`config.mk`:
```
export PLATFORM = sky130hd
export DESIGN_NAME = issue_hazard_ctrl
export DESIGN_NICKNAME = d
export VERILOG_FILES = /design/src/rtl/issue_hazard_ctrl.sv
export SDC_FILE = /design/constraint.sdc
export NUM_CORES = 1
export LEC_CHECK = 0
export BUFFER_PORTS_ARGS = -buffer_cell sky130_fd_sc_hd__buf_2
export CORE_ASPECT_RATIO = 0.7
export CORE_MARGIN = 1
export CORE_UTILIZATION = 35
export DETAILED_ROUTE_END_ITERATION = 8
export GPL_ROUTABILITY_DRIVEN = 0
export GPL_TIMING_DRIVEN = 0
export SETUP_SLACK_MARGIN = 0.3
export SLEW_MARGIN = 5
export SYNTH_ARGS = -nofsm -noshare
export SYNTH_HDL_FRONTEND = slang
export SYNTH_SLANG_ARGS = --single-unit
```
`constraint.sdc`:
```
create_clock -name clk -period 3.6 [get_ports clk]
set_clock_uncertainty 0.15 [all_clocks]
set_input_delay 0.36 -clock clk [delete_from_list [all_inputs] [get_ports clk]]
set_output_delay 0.36 -clock clk [all_outputs]
set_load 0.005 [all_outputs]
```
`src/rtl/issue_hazard_ctrl.sv`:
```
// rtl/issue_hazard_ctrl.sv - issue/hazard controller with register scoreboard (optional STALL_STAT_EN stall counter)
//
// Sits between fetch and decode. Tracks which registers have a pending
// write, raises inuse1/inuse2 for the decoder, and holds the front end
// whenever the presented instruction has a RAW/WAW hazard or the execute
// stage is still occupied by a multi-cycle multiply or load.
//
// Build option: define STALL_STAT_EN to add the stall_cycles counter port.

module issue_hazard_ctrl #(
  parameter logic [3:0] MUL_OPCODE = 4'b0011,
  parameter int         MUL_LAT    = 3,
  parameter int         MEM_LAT    = 2
) (
  input  logic        clk,
  input  logic        rst,
  input  logic        dec_valid,
  input  logic [15:0] dec_instr,
  input  logic        wb_valid,
  input  logic [3:0]  wb_reg,
  input  logic        flush,
  output logic        stall,
  output logic        issue,
  output logic        inuse1,
  output logic        inuse2,
  output logic        ex_busy,
  output logic [15:0] busy_vec
`ifdef STALL_STAT_EN
  ,
  output logic [15:0] stall_cycles
`endif
);

  localparam logic [3:0] OP_LOAD  = 4'b1110;
  localparam logic [3:0] OP_STORE = 4'b1111;

  // Counter reload values: occupancy beyond the issue cycle itself.
  localparam logic [3:0] MUL_RELOAD = 4'(MUL_LAT - 1);
  localparam logic [3:0] MEM_RELOAD = 4'(MEM_LAT - 1);

  logic [3:0]  op;
  logic [3:0]  dest;
  logic [3:0]  src1;
  logic [3:0]  src2;
  logic        writes_dest;
  logic        uses_src1;
  logic        uses_src2;
  logic        is_mul;
  logic        is_load;

  logic [15:0] wb_mask;
  logic [15:0] eff;
  logic [15:0] set_mask;
  logic        hazard;
  logic        blocked;

  logic [3:0]  ex_cnt;

  assign op = dec_instr[15:12];

  // Field decode: LOAD and STORE keep their single register in [3:0].
  always_comb begin
    dest        = dec_instr[11:8];
    src1        = dec_instr[7:4];
    src2        = dec_instr[3:0];
    writes_dest = 1'b1;
    uses_src1   = 1'b1;
    uses_src2   = 1'b1;
    if (op == OP_LOAD) begin
      dest      = dec_instr[3:0];
      uses_src1 = 1'b0;
      uses_src2 = 1'b0;
    end else if (op == OP_STORE) begin
      src1        = dec_instr[3:0];
      uses_src2   = 1'b0;
      writes_dest = 1'b0;
    end
  end

  assign is_mul  = (op == MUL_OPCODE);
  assign is_load = (op == OP_LOAD);

  // A same-cycle writeback frees its register before the hazard check,
  // since the register file writes through to the operand read.
  always_comb begin
    wb_mask = '0;
    if (wb_valid) begin
      wb_mask = 16'h0001 << wb_reg;
    end
    eff = busy_vec & ~wb_mask;
  end

  // Hazard detection and issue decision; reset forces both handshakes low.
  always_comb begin
    inuse1  = dec_valid & uses_src1 & eff[src1];
    inuse2  = dec_valid & uses_src2 & eff[src2];
    hazard  = inuse1 | inuse2 | (dec_valid & writes_dest & eff[dest]);
    blocked = hazard | ex_busy;
    stall   = rst & dec_valid & ~flush & blocked;
    issue   = rst & dec_valid & ~flush & ~blocked;
  end

  // Destination of an issuing instruction becomes pending.
  always_comb begin
    set_mask = '0;
    if (issue && writes_dest) begin
      set_mask = 16'h0001 << dest;
    end
  end

  // Scoreboard update: set wins over a same-cycle writeback of that register.
  always_ff @(posedge clk or negedge rst) begin
    if (!rst) begin
      busy_vec <= '0;
    end else if (flush) begin
      busy_vec <= '0;
    end else begin
      busy_vec <= eff | set_mask;
    end
  end

  // Execute occupancy counter; a reload never meets a nonzero count because
  // nothing issues while the counter is running.
  always_ff @(posedge clk or negedge rst) begin
    if (!rst) begin
      ex_cnt <= '0;
    end else if (flush) begin
      ex_cnt <= '0;
    end else if (issue && is_mul) begin
      ex_cnt <= MUL_RELOAD;
    end else if (issue && is_load) begin
      ex_cnt <= MEM_RELOAD;
    end else if (ex_cnt != 4'd0) begin
      ex_cnt <= ex_cnt - 4'd1;
    end
  end

  assign ex_busy = (ex_cnt != 4'd0);

`ifdef STALL_STAT_EN
  // Saturating count of stalled cycles; survives flush, cleared by reset.
  always_ff @(posedge clk or negedge rst) begin
    if (!rst) begin
      stall_cycles <= '0;
    end else if (stall && (stall_cycles != 16'hFFFF)) begin
      stall_cycles <= stall_cycles + 16'd1;
    end
  end
`endif

endmodule

```
Word level (Yosys, flattened, before mapping):

Index checks and enable logic that the tools add are counted.

* add/sub/neg operators: 1
* order comparisons: 3
* eq/ne operators: 3
* shift operators: 2
* muxes and demuxes: 20
* bitwise logic cells: 18
* reductions and logical operators: 5

Operators by type and width (count)
* two-way mux 16 bit: 3
* left shift 1 x 4 -> 16 bit (first input constant): 2
* two-way mux 4 bit: 7
* bitwise AND 16 bit: 1
* NOT 16 bit: 1
* bitwise OR 16 bit: 1
* < comparator 4 x 5 -> 1 bit (second input constant): 3
* binary-select mux 1 bit (select 4 bit): 3
* bitwise AND 1 bit: 10
* == test 4 bit (second input constant): 2
* nonzero test 4 bit: 2
* two-way mux 1 bit: 7
* == test 4 x 2 -> 1 bit (second input constant): 1
* subtractor 4 x 1 -> 4 bit (second input constant): 1
* logical AND 1 bit: 3
* bitwise OR 1 bit: 3
* NOT 1 bit: 2

* register bits: 20
* input bits: 25
* output and inout port bits: 21
* logic and storage cells: 54

Depth between registers and ports, before layout:

Gate-level depths: netlist of the first run.

* depth after elaboration: 16
* depth in mapped cells: 11
* mapped depth without buffers: 8

Worst setup path before layout of the first run:

Ideal clock, no wire load.

* path kind: input -> output
* start point: input dec_instr[15]
* end point: output issue
* data arrival time: 2291 ps
* required time: 3090 ps
* slack: 799 ps
* cell stages on the path: 9
* buffers on the path: 1
* path through: nand4_4 -> mux2i_4 -> mux2_1 -> o311a_1 -> o311a_1 -> a211oi_4 -> nand2_2 -> buf_6 -> inv_2

* longest elaborated chain between the ends: 11
* elaborated cells on any way between the ends: 24
* those cells by class: 2 x eq/ne; 11 x mux; 11 x bitwise

Ends and longest elaborated chain
* from (decl): line 18 `input logic [15:0] dec_instr,`
* == test 4 bit: line 73 `end else if (op == OP_STORE) begin`
* two-way mux 4 bit: line 73
* two-way mux 4 bit: line 69 `if (op == OP_LOAD) begin`
* binary-select mux 1 bit (select 4 bit): line 95 `inuse1 = dec_valid & uses_src1 & eff[src1];`
* two-way mux 1 bit (not written as such): line 95
* bitwise AND 1 bit: line 95
* bitwise OR 1 bit: line 97 `hazard = inuse1 | inuse2 | (dec_valid & writes_dest & eff[dest]);`
* bitwise OR 1 bit (*): line 97
* bitwise OR 1 bit (*): line 98 `blocked = hazard | ex_busy;`
* NOT 1 bit (*): line 100 `issue = rst & dec_valid & ~flush & ~blocked;`
* bitwise AND 1 bit (*): line 100
* to (decl): line 23 `output logic issue,`

Every way passes the cells marked *; elsewhere a longest branch is shown, timed or not. The select of a mux whose other input is x is not followed.

Worst setup path after layout of the first run:

* start point: input dec_instr[13]
* end point: output issue

The elaborated chain is that of the path after synthesis.

==> results.cfg, run 1 <==
[sta]
relSlewSlack_pct = 62.49
finalMaxSlewViolations = 0
finalSetupTns_ns = 0
setup_ws_ns = 0.4062
final-hold-violation-count = 0
setup_viol = 0
grt_setup_unrepaired = no
period_share_pct = 88.72
max_freq_mhz = 313.1
whs_ns = 0.3775
tightestPinTransition_ns = 0.5568
post-route-min-period_ns = 3.194

[synth]
syn_nets = 232
avgSynthCellArea_um2 = 8.868
ys_ff_latch = 20
yosys-top-cells-count = o21ai_0 (21), dfrtp_1 (20), nand2_1 (19)
synthArstFlopShare_pct = 100.0
synth_area_leaders = dfrtp_1 (27%), mux2i_1 (9.9%), o32ai_1 (7.7%), o21ai_0 (5.8%), mux2_2 (4.9%)
syn_inst = 206
synth_enable_flop_cells = 0
synth.cell_area_um2 = 1827
synth_top_area_share_pct = 27.40
synth_most_common_cell = o21ai_0
ys.flop_type = dfrtp_1
synth_cell_types = 51
yosysSeqAreaShare_pct = 27.40
synth_top_area_cell = dfrtp_1
ys_warn_count = 0

[critical_path]
slowest_stage = o311a_1
worstPathMaxFanout = 10
critPathLaunchType = input port
worstPathArrival_ns = 2.68
path_cells = buf_2, nand4_4, mux2i_4, mux2_1, o311a_1, o311a_1, a211oi_4, nand2_4, buf_6, inv_2, buf_2
slowest_delay_ns = 0.40
cp-end-kind = output port
required_ns = 3.09
path_class = input port to output port

[drt]
postRouteAntennaNets = 0
drc_errors = 0
drt_wl_total_um = 6140
vias_per_cell = 6.104
first_iter_violations = 160
first_pass_iters = 4
vias = 1990
wl_per_cell_um = 18.83

[global_routing]
grt_max_degree = 22
grt_pass1_wl_um = 9266
antenna_found_initial = 0
grt-ovfl-total = 0
grtUsageTotal_pct = 22.11
first_global_vias = 1775

[die]
rows = 21
die_area_um2 = 5517
core_area_um2 = 4887
io_pins = 46
die_h_um = 62.45
die_w_um = 88.35
floorplan.initialDensity_pct = 37.38

[layout]
final_net_count = 284
n_antenna_cell = 0
nFillCells = 496
fin_util_pct = 46.44
drive_gt1_share_pct = 28.79
finalInstanceArea_um2 = 2270
area_delta_synth_final_pct = 24.25

[placed_design]
io_buffers = 43
dpl-instance-area_um2 = 2128
pre_cts_ws_ns = 0.2005
hpwl_um = 4710

[clocking]
clk_pin_slew_worst_paths_ns = 0.07
htreeDepth = 1
clock_latency_ns = 0.26
cts_tree = done
cts_made_buffers = 3
cts.sinks = 20
root_buffer = clkbuf_8
clockBufferDepth = 2

[run]
cap_violations = 0

[run_status]
status = complete, no violations

[worst_hold_path]
min-delay-path-class = input port to flip-flop

[power]
ir_drop_mv = 0.2317
p_per_area_nw_per_um2 = 321.3
p_leak_nw = 1.009
==> critical path: cells and delay by family <==
family / cells / cell delay (ns)
multiplexers: 2 / 0.65
AO/OA/AOI/OAI: 3 / 0.87
buffers and inverters: 4 / 0.47
AND/OR/NAND/NOR: 2 / 0.32
==> state kept, by name (all words and copies together), names as in the netlist <==
| register | count |
|---|---|
| busy_vec | 16 |
| ex_cnt | 4 |
==> power by group <==
part           leakage (nW)  switching [mW]  internal, mW
logic                 0.704           0.178         0.127
clock network        0.0288          0.0711        0.0973
registers             0.276          0.0140         0.243
==> cells in the final DEF (no fill, tap or decap), types with 2 or more instances in the layout <==
cell type,n
nor3_1,5
nor3b_1,3
mux2i_2,2
nand4_1,3
o21ai_0,13
nand2b_1,8
a21o_1,3
nor2_1,11
o32ai_1,16
a211o_1,2
o2111ai_1,4
or2_2,2
buf_4,3
nand3_1,3
o311a_1,2
nand2_1,19
buf_2,43
nand3b_1,4
xnor2_1,2
mux2i_4,3
o21ai_1,8
inv_1,5
o211ai_1,6
a221oi_1,2
clkbuf_8,4
mux2_2,8
clkbuf_1,5
nor2b_1,2
a21oi_1,5
dfrtp_1,20
mux2i_1,14
==> kinds of logic after synthesis <==
| logic type | synth area share (%) |
|---|---|
| compound gates | 29.93 |
| xor+xnor | 0.9591 |
| fa+ha+maj | 0.6848 |
| buf+inv | 3.288 |
| flops | 27.40 |
| mux | 17.88 |
| simple gates | 19.86 |
==> layout make-up <==
| class | count | area, um2 | share of cell area, % |
|---|---|---|---|
| Multi-Input combinational cell | 172 | 1315 | 57.94 |
| Tap cell | 69 | 86.33 | 3.804 |
| Inverter | 6 | 22.52 | 0.9923 |
| Clock buffer | 4 | 55.05 | 2.426 |
| Buffer | 8 | 42.54 | 1.874 |
| Timing Repair Buffer | 47 | 247.7 | 10.92 |
| Sequential cell | 20 | 500.5 | 22.05 |
==> repair_timing <==
item	4_1_cts	5_1_grt
hold buffers	1	0
endpoints found under the setup margin	1	1
pin swaps	1	2
endpoints found under the hold margin	20	0
gates resized for setup	4	15
buffers inserted	1	2
==> worst paths after layout <==
kind | start | end | slack [ns] | depth (start not counted)
setup / recovery | dec_instr[13] | issue | 0.41 | 11
hold / removal | dec_instr[13] | ex_cnt[1] | 0.38 | 3
setup reg to reg | busy_vec[15] | ex_cnt[1] | 0.96 | 7
hold reg to reg | ex_cnt[2] | ex_cnt[2] | 0.42 | 2
max in group asynchronous | rst | busy_vec[2] | 2.52 | 2
min in group asynchronous | rst | ex_cnt[1] | 0.44 | 2
==> metal layers <==
metal | wire length (um) | up-vias | global-route usage, %
li1 | - | 922 | -
met3 | 755 | 10 | 6.209
met4 | 83 | 0 | 6.048
met1 | 2890 | 931 | 35.51
met2 | 2410 | 127 | 27.88
met5 | 0 | - | 0
==> stage by stage <==
stage	power (mW)	cells
5_1_grt	0.7769	326
3_3_place_gp	0.5464	318
4_1_cts	0.7250	324
2_1_floorplan	0.4592	206
6_report	0.7292	326
3_5_place_dp	0.5485	318
(Power assumes the default switching activity.)
==> inputs of run 2 (changes only) <==
--- a/config.mk
+++ b/config.mk
@@ -8,7 +8,7 @@
 export BUFFER_PORTS_ARGS = -buffer_cell sky130_fd_sc_hd__buf_2
 export CORE_ASPECT_RATIO = 0.7
 export CORE_MARGIN = 1
-export CORE_UTILIZATION = 35
+export CORE_UTILIZATION = 24
 export DETAILED_ROUTE_END_ITERATION = 8
 export GPL_ROUTABILITY_DRIVEN = 0
 export GPL_TIMING_DRIVEN = 0
==> results.cfg, run 2 (synthesis gave the netlist of run 1 again) <==
[run_status]
status = complete, no violations

[clocking]
clk_pin_slew_worst_paths_ns = 0.07
cts_tree = done
root_buffer = clkbuf_8
cts.sinks = 20
cts_made_buffers = 3
clock_latency_ns = 0.26
htreeDepth = 1
clockBufferDepth = 2

[placed_design]
hpwl_um = 4948
dp.cells = 347
io_buffers = 43

[layout]
layout_common_cells = buf_2 (43), dfrtp_1 (20), nand2_1 (19)
final_cell_count_no_fill = 356
nFillCells = 789
regMostFlops = busy_vec
area_delta_synth_final_pct = 26.85
n_antenna_cell = 0
largestRegisters = busy_vec: 16 flops, ex_cnt: 4 flops
fin_util_pct = 31.66
drive_gt1_share_pct = 29.46
multi_input_area_um2 = 1319
layout_commonest_cell = buf_2
final_net_count = 285
seqCellArea_um2 = 500.5
largest_reg_flops = 16

[power]
p_leak_nw = 1.013
internal_power_uw = 466.3
p_sw_uw = 260.6
p_per_area_nw_per_um2 = 313.7
ir_drop_mv = 0.1250
switching_share_pct = 35.85
combPwrFrac_pct = 41.8
clockPowerShare_pct = 23.0
p_seq_share_pct = 35.3
power.total_uw = 726.9

[sta]
finalSetupTns_ns = 0
period_share_pct = 89.63
max_freq_mhz = 309.9
finalMaxSlewViolations = 0
tightestPinTransition_ns = 0.5801
grt_setup_unrepaired = no
setup_viol = 0
post-route-min-period_ns = 3.227
relSlewSlack_pct = 60.92
final-hold-violation-count = 0

[critical_path]
critPathLaunch = wb_reg[2]
worstPathMaxFanout = 10
rr_startpoint = busy_vec[11]
required_ns = 3.09
cp-end-kind = output port
worstPathArrival_ns = 2.72
critPathLaunchType = input port
path_class = input port to output port

[run]
cap_violations = 0

[drt]
drc_errors = 0
postRouteAntennaNets = 0
drt_wl_total_um = 6219
vias = 2016
first_pass_iters = 6
first_iter_violations = 274
vias_per_cell = 5.663
wl_per_cell_um = 17.47

[global_routing]
grtUsageTotal_pct = 15.80
grt_max_degree = 22
antenna_found_initial = 0
first_global_vias = 1861
grt_pass1_wl_um = 9701
grt-ovfl-total = 0

[worst_hold_path]
min-delay-path-class = input port to flip-flop
min-delay-start = dec_instr[13]

[die]
core_area_um2 = 7320
rows = 26
io_pins = 46
die_area_um2 = 7970
die_w_um = 106.3
floorplan.initialDensity_pct = 24.96
die_h_um = 75.00
[run 2: worst max-delay path: stages]
cell      delay, ns
buf_2          0.11
nand3b_1       0.25
o21ai_0        0.52
mux2_2         0.27
nor2_1         0.05
a211o_1        0.34
a211oi_4       0.36
nand2_4        0.13
buf_6          0.17
inv_2          0.04
buf_2          0.09
[run 2: area by class of cell]
cell class | count | area share, %
repair buffers | 48 | 11.02
inverters | 6 | 0.9719
well taps | 98 | 5.292
flip-flops and latches | 20 | 21.60
clock buffers | 4 | 2.376
plain buffers | 8 | 1.836
multi-input cells | 172 | 56.91
[run 2: layer usage]
metal,vias up,track usage (%),routed length (um)
met5,-,0,0
met3,16,4.069,610
met2,104,23.88,2636
met4,0,4.167,80
met1,971,22.42,2892
li1,925,-,-
[run 2: path summary, 6_finish.rpt]
| path | to | slack, ns | cells past startpoint |
|---|---|---|---|
| max in group asynchronous | busy_vec[3] | 2.54 | 2 |
| min in group asynchronous | busy_vec[0] | 0.44 | 2 |
| min reg2reg | ex_cnt[3] | 0.43 | 2 |
| max | issue | 0.37 | 11 |
| min | ex_cnt[1] | 0.34 | 3 |
| max reg2reg | ex_cnt[1] | 1.08 | 7 |
[run 2: power by group through the flow]
stage                     Sequential, mW  Clock, mW  Combinational (mW)
after global placement             0.260          0               0.283
after floorplan                    0.258          0               0.201
after CTS                          0.256      0.169               0.296
after global routing               0.258      0.182               0.342
final                              0.256      0.167               0.304
after detailed placement           0.261          0               0.289
[run 2: what timing repair did]
action                                  in CTS  in global routing
hold buffers                                 1                  0
gates resized for setup                      4                 18
endpoints found under the setup margin       1                  1
pin swaps                                    0                  3
gates cloned                                 0                  0
endpoints found under the hold margin       20                  0
buffers inserted                             1                  3
[run 2: through the flow]
stage / hold WS, ns / area (um2) / setup WS, ns
floorplan: -0.08559 / 1827 / 0.7993
global placement: 0.1908 / 2165 / 0.2035
detailed placement: 0.1916 / 2165 / 0.1960
CTS: 0.3464 / 2257 / 0.3151
global route: 0.3776 / 2317 / 0.3061
finish: 0.3425 / 2317 / 0.3735
